--- src/rtl/seq_multiplier_if.sv ---
// seq_multiplier_if: operand/result handshake bundle for seq_multiplier
// signed_mode exists only when SEQ_MULT_SIGNED_EN is defined
interface seq_multiplier_if #(parameter int WIDTH = 16);
  logic in_valid, in_ready, out_valid, out_ready;
  logic [WIDTH-1:0] a, b;
  logic [2*WIDTH-1:0] product;
`ifdef SEQ_MULT_SIGNED_EN
  logic signed_mode;
`endif
  modport master (
`ifdef SEQ_MULT_SIGNED_EN
    output signed_mode,
`endif
    output in_valid, a, b, out_ready,
    input in_ready, out_valid, product
  );
  modport slave (
`ifdef SEQ_MULT_SIGNED_EN
    input signed_mode,
`endif
    input in_valid, a, b, out_ready,
    output in_ready, out_valid, product
  );
endinterface

--- src/rtl/seq_multiplier.sv ---
// seq_multiplier: radix-2 shift-add multiplier, WIDTH iterations per result
// defining SEQ_MULT_SIGNED_EN adds two's-complement mode via sign-magnitude
module seq_multiplier #(parameter int WIDTH = 16) (
  input  logic clk,
  input  logic rst,
  seq_multiplier_if.slave bus
);
  localparam int CW = $clog2(WIDTH + 1);
  typedef enum logic [1:0] {IDLE, BUSY, DONE} state_t;
  state_t state;
  logic [2*WIDTH-1:0] mcand, acc, sum, fin;
  logic [WIDTH-1:0] mplier, a_mag, b_mag;
  logic [CW-1:0] cnt;
  assign bus.in_ready = state == IDLE;
  assign bus.out_valid = state == DONE;
  assign sum = acc + (mplier[0] ? mcand : '0);
`ifdef SEQ_MULT_SIGNED_EN
  logic neg;
  // magnitude of the most-negative value still fits in WIDTH unsigned bits
  assign a_mag = (bus.signed_mode && bus.a[WIDTH-1]) ? -bus.a : bus.a;
  assign b_mag = (bus.signed_mode && bus.b[WIDTH-1]) ? -bus.b : bus.b;
  assign fin = neg ? -sum : sum;
`else
  assign a_mag = bus.a;
  assign b_mag = bus.b;
  assign fin = sum;
`endif
  always_ff @(posedge clk) begin
    if (rst) begin
      state <= IDLE;
      mcand <= '0;
      mplier <= '0;
      acc <= '0;
      cnt <= '0;
      bus.product <= '0;
`ifdef SEQ_MULT_SIGNED_EN
      neg <= 1'b0;
`endif
    end else begin
      case (state)
        IDLE: if (bus.in_valid) begin
          mcand <= {{WIDTH{1'b0}}, a_mag};
          mplier <= b_mag;
          acc <= '0;
          cnt <= CW'(WIDTH);
`ifdef SEQ_MULT_SIGNED_EN
          neg <= bus.signed_mode & (bus.a[WIDTH-1] ^ bus.b[WIDTH-1]);
`endif
          state <= BUSY;
        end
        BUSY: begin
          acc <= sum;
          mcand <= mcand << 1;
          mplier <= mplier >> 1;
          cnt <= cnt - CW'(1);
          if (cnt == CW'(1)) begin
            bus.product <= fin;
            state <= DONE;
          end
        end
        DONE: if (bus.out_ready) state <= IDLE;
        default: state <= IDLE;
      endcase
    end
  end
endmodule

--- src/flat_wrapper.sv ---
// flat-port wrapper written by rule: the top's interface ports become plain ports
module seq_multiplier_flat 
#(parameter int WIDTH = 16)
  (clk, rst, bus_in_valid, bus_a, bus_b, bus_out_ready, bus_in_ready, bus_out_valid, bus_product);
  seq_multiplier_if #(.WIDTH(WIDTH)) bus_i ();
  input  logic clk;
  input  logic rst;
  input wire logic [$bits(bus_i.in_valid)-1:0] bus_in_valid;
  input wire logic [$bits(bus_i.a)-1:0] bus_a;
  input wire logic [$bits(bus_i.b)-1:0] bus_b;
  input wire logic [$bits(bus_i.out_ready)-1:0] bus_out_ready;
  output wire logic [$bits(bus_i.in_ready)-1:0] bus_in_ready;
  output wire logic [$bits(bus_i.out_valid)-1:0] bus_out_valid;
  output wire logic [$bits(bus_i.product)-1:0] bus_product;
  assign bus_i.in_valid = bus_in_valid;
  assign bus_i.a = bus_a;
  assign bus_i.b = bus_b;
  assign bus_i.out_ready = bus_out_ready;
  assign bus_in_ready = bus_i.in_ready;
  assign bus_out_valid = bus_i.out_valid;
  assign bus_product = bus_i.product;
  seq_multiplier #(.WIDTH(WIDTH)) u_core (.clk(clk), .rst(rst), .bus(bus_i));
endmodule
--- config.mk ---
export PLATFORM = sky130hd
export DESIGN_NAME = seq_multiplier_flat
export DESIGN_NICKNAME = d
export VERILOG_FILES = /design/src/rtl/seq_multiplier_if.sv /design/src/rtl/seq_multiplier.sv /design/src/flat_wrapper.sv
export SDC_FILE = /design/constraint.sdc
export NUM_CORES = 1
export LEC_CHECK = 0
export ABC_CLOCK_PERIOD_IN_PS = 3900
export BUFFER_PORTS_ARGS = -buffer_cell sky130_fd_sc_hd__buf_2
export CORE_AREA = 2 2 120 122
export DETAILED_ROUTE_END_ITERATION = 8
export DIE_AREA = 0 0 122 124
export GPL_ROUTABILITY_DRIVEN = 1
export PLACE_DENSITY = 0.69
export SYNTH_ARGS = -nofsm -noshare
export SYNTH_HDL_FRONTEND = slang
export SYNTH_SLANG_ARGS = --single-unit
export TNS_END_PERCENT = 10
--- constraint.sdc ---
create_clock -name clk -period 3.9 [get_ports clk]
set_input_delay 0.39 -clock clk [delete_from_list [all_inputs] [get_ports clk]]
set_output_delay 0.39 -clock clk [all_outputs]
set_load 0.005 [all_outputs]
==> results.md <==
- Total Nets Final: roughly 970
- Maximum clock rate: about 0.32 GHz
- Max Buffers Root-to-Sink: 2
- Post-synthesis simple-gate area fraction: 0.282
- Synth Cell Area: between 6000 and 7000 um^2
- Tmin final: ~3100 ps
- Post-synth EDFFs: 0
- Root Buffer: clkbuf_16
- CP endpoint kind: flop
- Syn_nets: 924
- Critical Path RT: 4260 ps
- Die ar.: approximately 15000 um^2
- CTS sink count: about 120
- CTS tree: built
- Crit path cell chain: buf_4 > and2_1 > ha_1 > fa_1 > a21oi_1 > nand4b_1 > nand4_2 > nand3_2 > a31oi_1 > a221o_2 > nor4b_1 > a211o_1
- Yosys top cell area share: 0.356
- Crit path max fanout: 32
- Area leader, netlist: dfxtp_1
- Mux share of post-synthesis cell area: 0
- Number of diodes: 0
- 1st-pass router iterations: 5
- Final instance area: ~7700 um^2
- Worst Hold Class: in2reg
- Proportion of layout cells with a drive suffix above 1: 0.149
- FFs w/ async S/R, synth: 0
- # hold bufs at CTS: 0
- DP Wirelength: 10500 um
- Pins Over Slew Limit: 0
- Status: completed
- Drt wl/cell: 14.4 um
- Via total after detailed routing: 5970
- Layout area overhead: 14.3%
- Gr usage total: 0.218
- Max cap viols: 0
- Setup TNS: 0 ps
- Synthesized instance count: 854
- Core area: approximately 14000 um^2
- Synth Area in Compound Gates: 0.216
- Max incr delay on CP: 410 ps
- Initial Util: 0.488
- RePlAce Congestion: about 0.90
- Leakage power: 3.25 nW
- Setup Skew: 6.93 ps
- Most used DFF post-synth: dfxtp_1
- Overflow after GRT: 0
- CTS Buf Count: 17
- Worst-Margin Slew: a little under 1000 ps
- Die Width: 122 um
- Crit path DAT: roughly 3500 ps
- Delay-heaviest family, CP: simple AND/OR/NAND/NOR gates
- Critical path class: reg2reg
- # DRC: 0
- H-tree lvl count: 4
- First-pass GRT wire length: around 26000 um
- RSZ-0062 raised after global routing: false
- WHS: between 200 and 250 ps
- Vias in the first global route: 5470
- Routed wire length: about 16000 um
- Top post-synthesis cells by area: dfxtp_1, nor2_1, ha_1, a21oi_1, nand2_1
- Bufs and invs on worst path: 1
- Period Utilization, post-route: 0.800
- Final hold viol count: 0
- Chip height: between 100 and 150 um
- Drt via density: about 5.5
- Buffers added on ports: between 60 and 70
- Yosys warns: 0
- Pwr per Cell Area: 413 nW/um^2
- Slew headroom: 0.352
- Worst setup margin: between 700 and 800 ps
- Final core occ: 0.558
- Synth Register Bits: about 120
- I/O pin total: 70
- Skew-Pair Late Insertion Delay: between 400 and 500 ps
- Top cells by count, synth: nor2_1, dfxtp_1, a21oi_1
- Critical path's slowest cell: fa_1
- Peak supply drop: 0.000350 V
- Reg clk slew, reported paths: about 60 ps
- Placed Area: 7070 um^2
- Rows: 43
- Sequential share of the synthesized area: 0.356
- Worst setup SP type: flop
- Largest net degree at the start of global routing: 82
- Post-CTS Setup Inserts: 0
- Antenna violations before repair: 0
- Synthesized-area fraction occupied by adder cells: 0.0647
- Most frequent cell after synthesis: nor2_1
- DRT iter0 DRCs: between 300 and 400
- Distinct cells, synth: 70
- Combinational family with the most area after synthesis: simple AND/OR/NAND/NOR gates
- Dpl ws: roughly 900 ps
- ANT nets after route: 0
- XOR/XNOR Fraction of Synth Area: 0.0314
- Post-Syn Area per Cell: approximately 7.8 um^2
- Final setup violating endpoints: 0
- Post-CTS Resized: 0
## sequential cells by signal (all words and copies together), names as in the netlist
register and flops:
u_core.acc 32, u_core.cnt 5, u_core.mplier 16, u_core.bus.product 32
u_core.mcand 32, u_core.state 2
## routing by layer
layer / GRT usage / up-vias / share of wire
li1: - / 3074 / -
met1: 0.288 / 2785 / 0.48
met2: 0.353 / 93 / 0.46
met3: 0.0531 / 18 / 0.037
met4: 0.0675 / 0 / 0.016
met5: 0 / - / 0
## through the flow
stage               std cells  power [mW]
CTS                      1086        3.19
floorplan                 854        1.57
detailed placement       1056        1.66
global route             1086        3.31
global placement         1056        1.65
finish                   1086        3.16
## worst register-to-register path: stages (launching register included)
cell and delay (ps):
dfxtp_1 310, buf_4 210, and2_1 190, ha_1 210, fa_1 410, a21oi_1 190, nand4b_1 190, nand4_2 210
nand3_2 170, a31oi_1 140, a221o_2 400, nor4b_1 300, a211o_1 150
## power by group
| group | switching [mW] | total [mW] | leakage (nW) | internal (mW) |
|---|---|---|---|---|
| combinational | 0.207 | 0.331 | 2.01 | 0.124 |
| sequential | 0.0344 | 1.30 | 0.968 | 1.27 |
| clock | 0.533 | 1.53 | 0.273 | 0.998 |
## worst paths after layout
path	slack, ps	endpoint	cells past startpoint	from
worst max-delay path	780	u_core.bus.product[24]	12	u_core.mplier[0]
worst min-delay path	250	u_core.mplier[15]	3	bus_b[15]
worst max register to register	780	u_core.bus.product[24]	12	u_core.mplier[0]
worst min register to register	450	u_core.bus.product[21]	2	u_core.bus.product[21]
## cell type report
type / instances / area, um^2
timing repair buffer: 79 / 423
sequential: 119 / 2380
clock inverter: 7 / 95.1
multi-input combinational: 664 / 3990
fill: 1334 / 6070
clock buffer: 23 / 488
tap: 180 / 225
inverter: 14 / 52.6
## cells in the final DEF, fill, tap and decap left out, drive strengths merged, types with 4 or more instances in the layout
cell,n
or3,7
and3,4
clkinvlp,4
nand3b,5
buf,79
nand2,63
ha,33
xnor2,10
inv,14
a22o,5
nand2b,9
a31oi,9
xor2,14
nand3,15
clkbuf,23
a211oi,12
nand4,5
dfxtp,119
a22oi,31
o21ai,28
nor2b,34
and2,36
a21oi,85
a21o,13
nor2,157
nor3,39
## cells by family (layout without fill, tap and decap cells)
group	after synthesis	count (layout)
buf+inv	71	123
compound gates	216	216
fa+ha+maj	34	34
flops	119	119
xor+xnor	24	24
simple gates	390	390
Note: power is estimated with default switching activity, not from simulation.
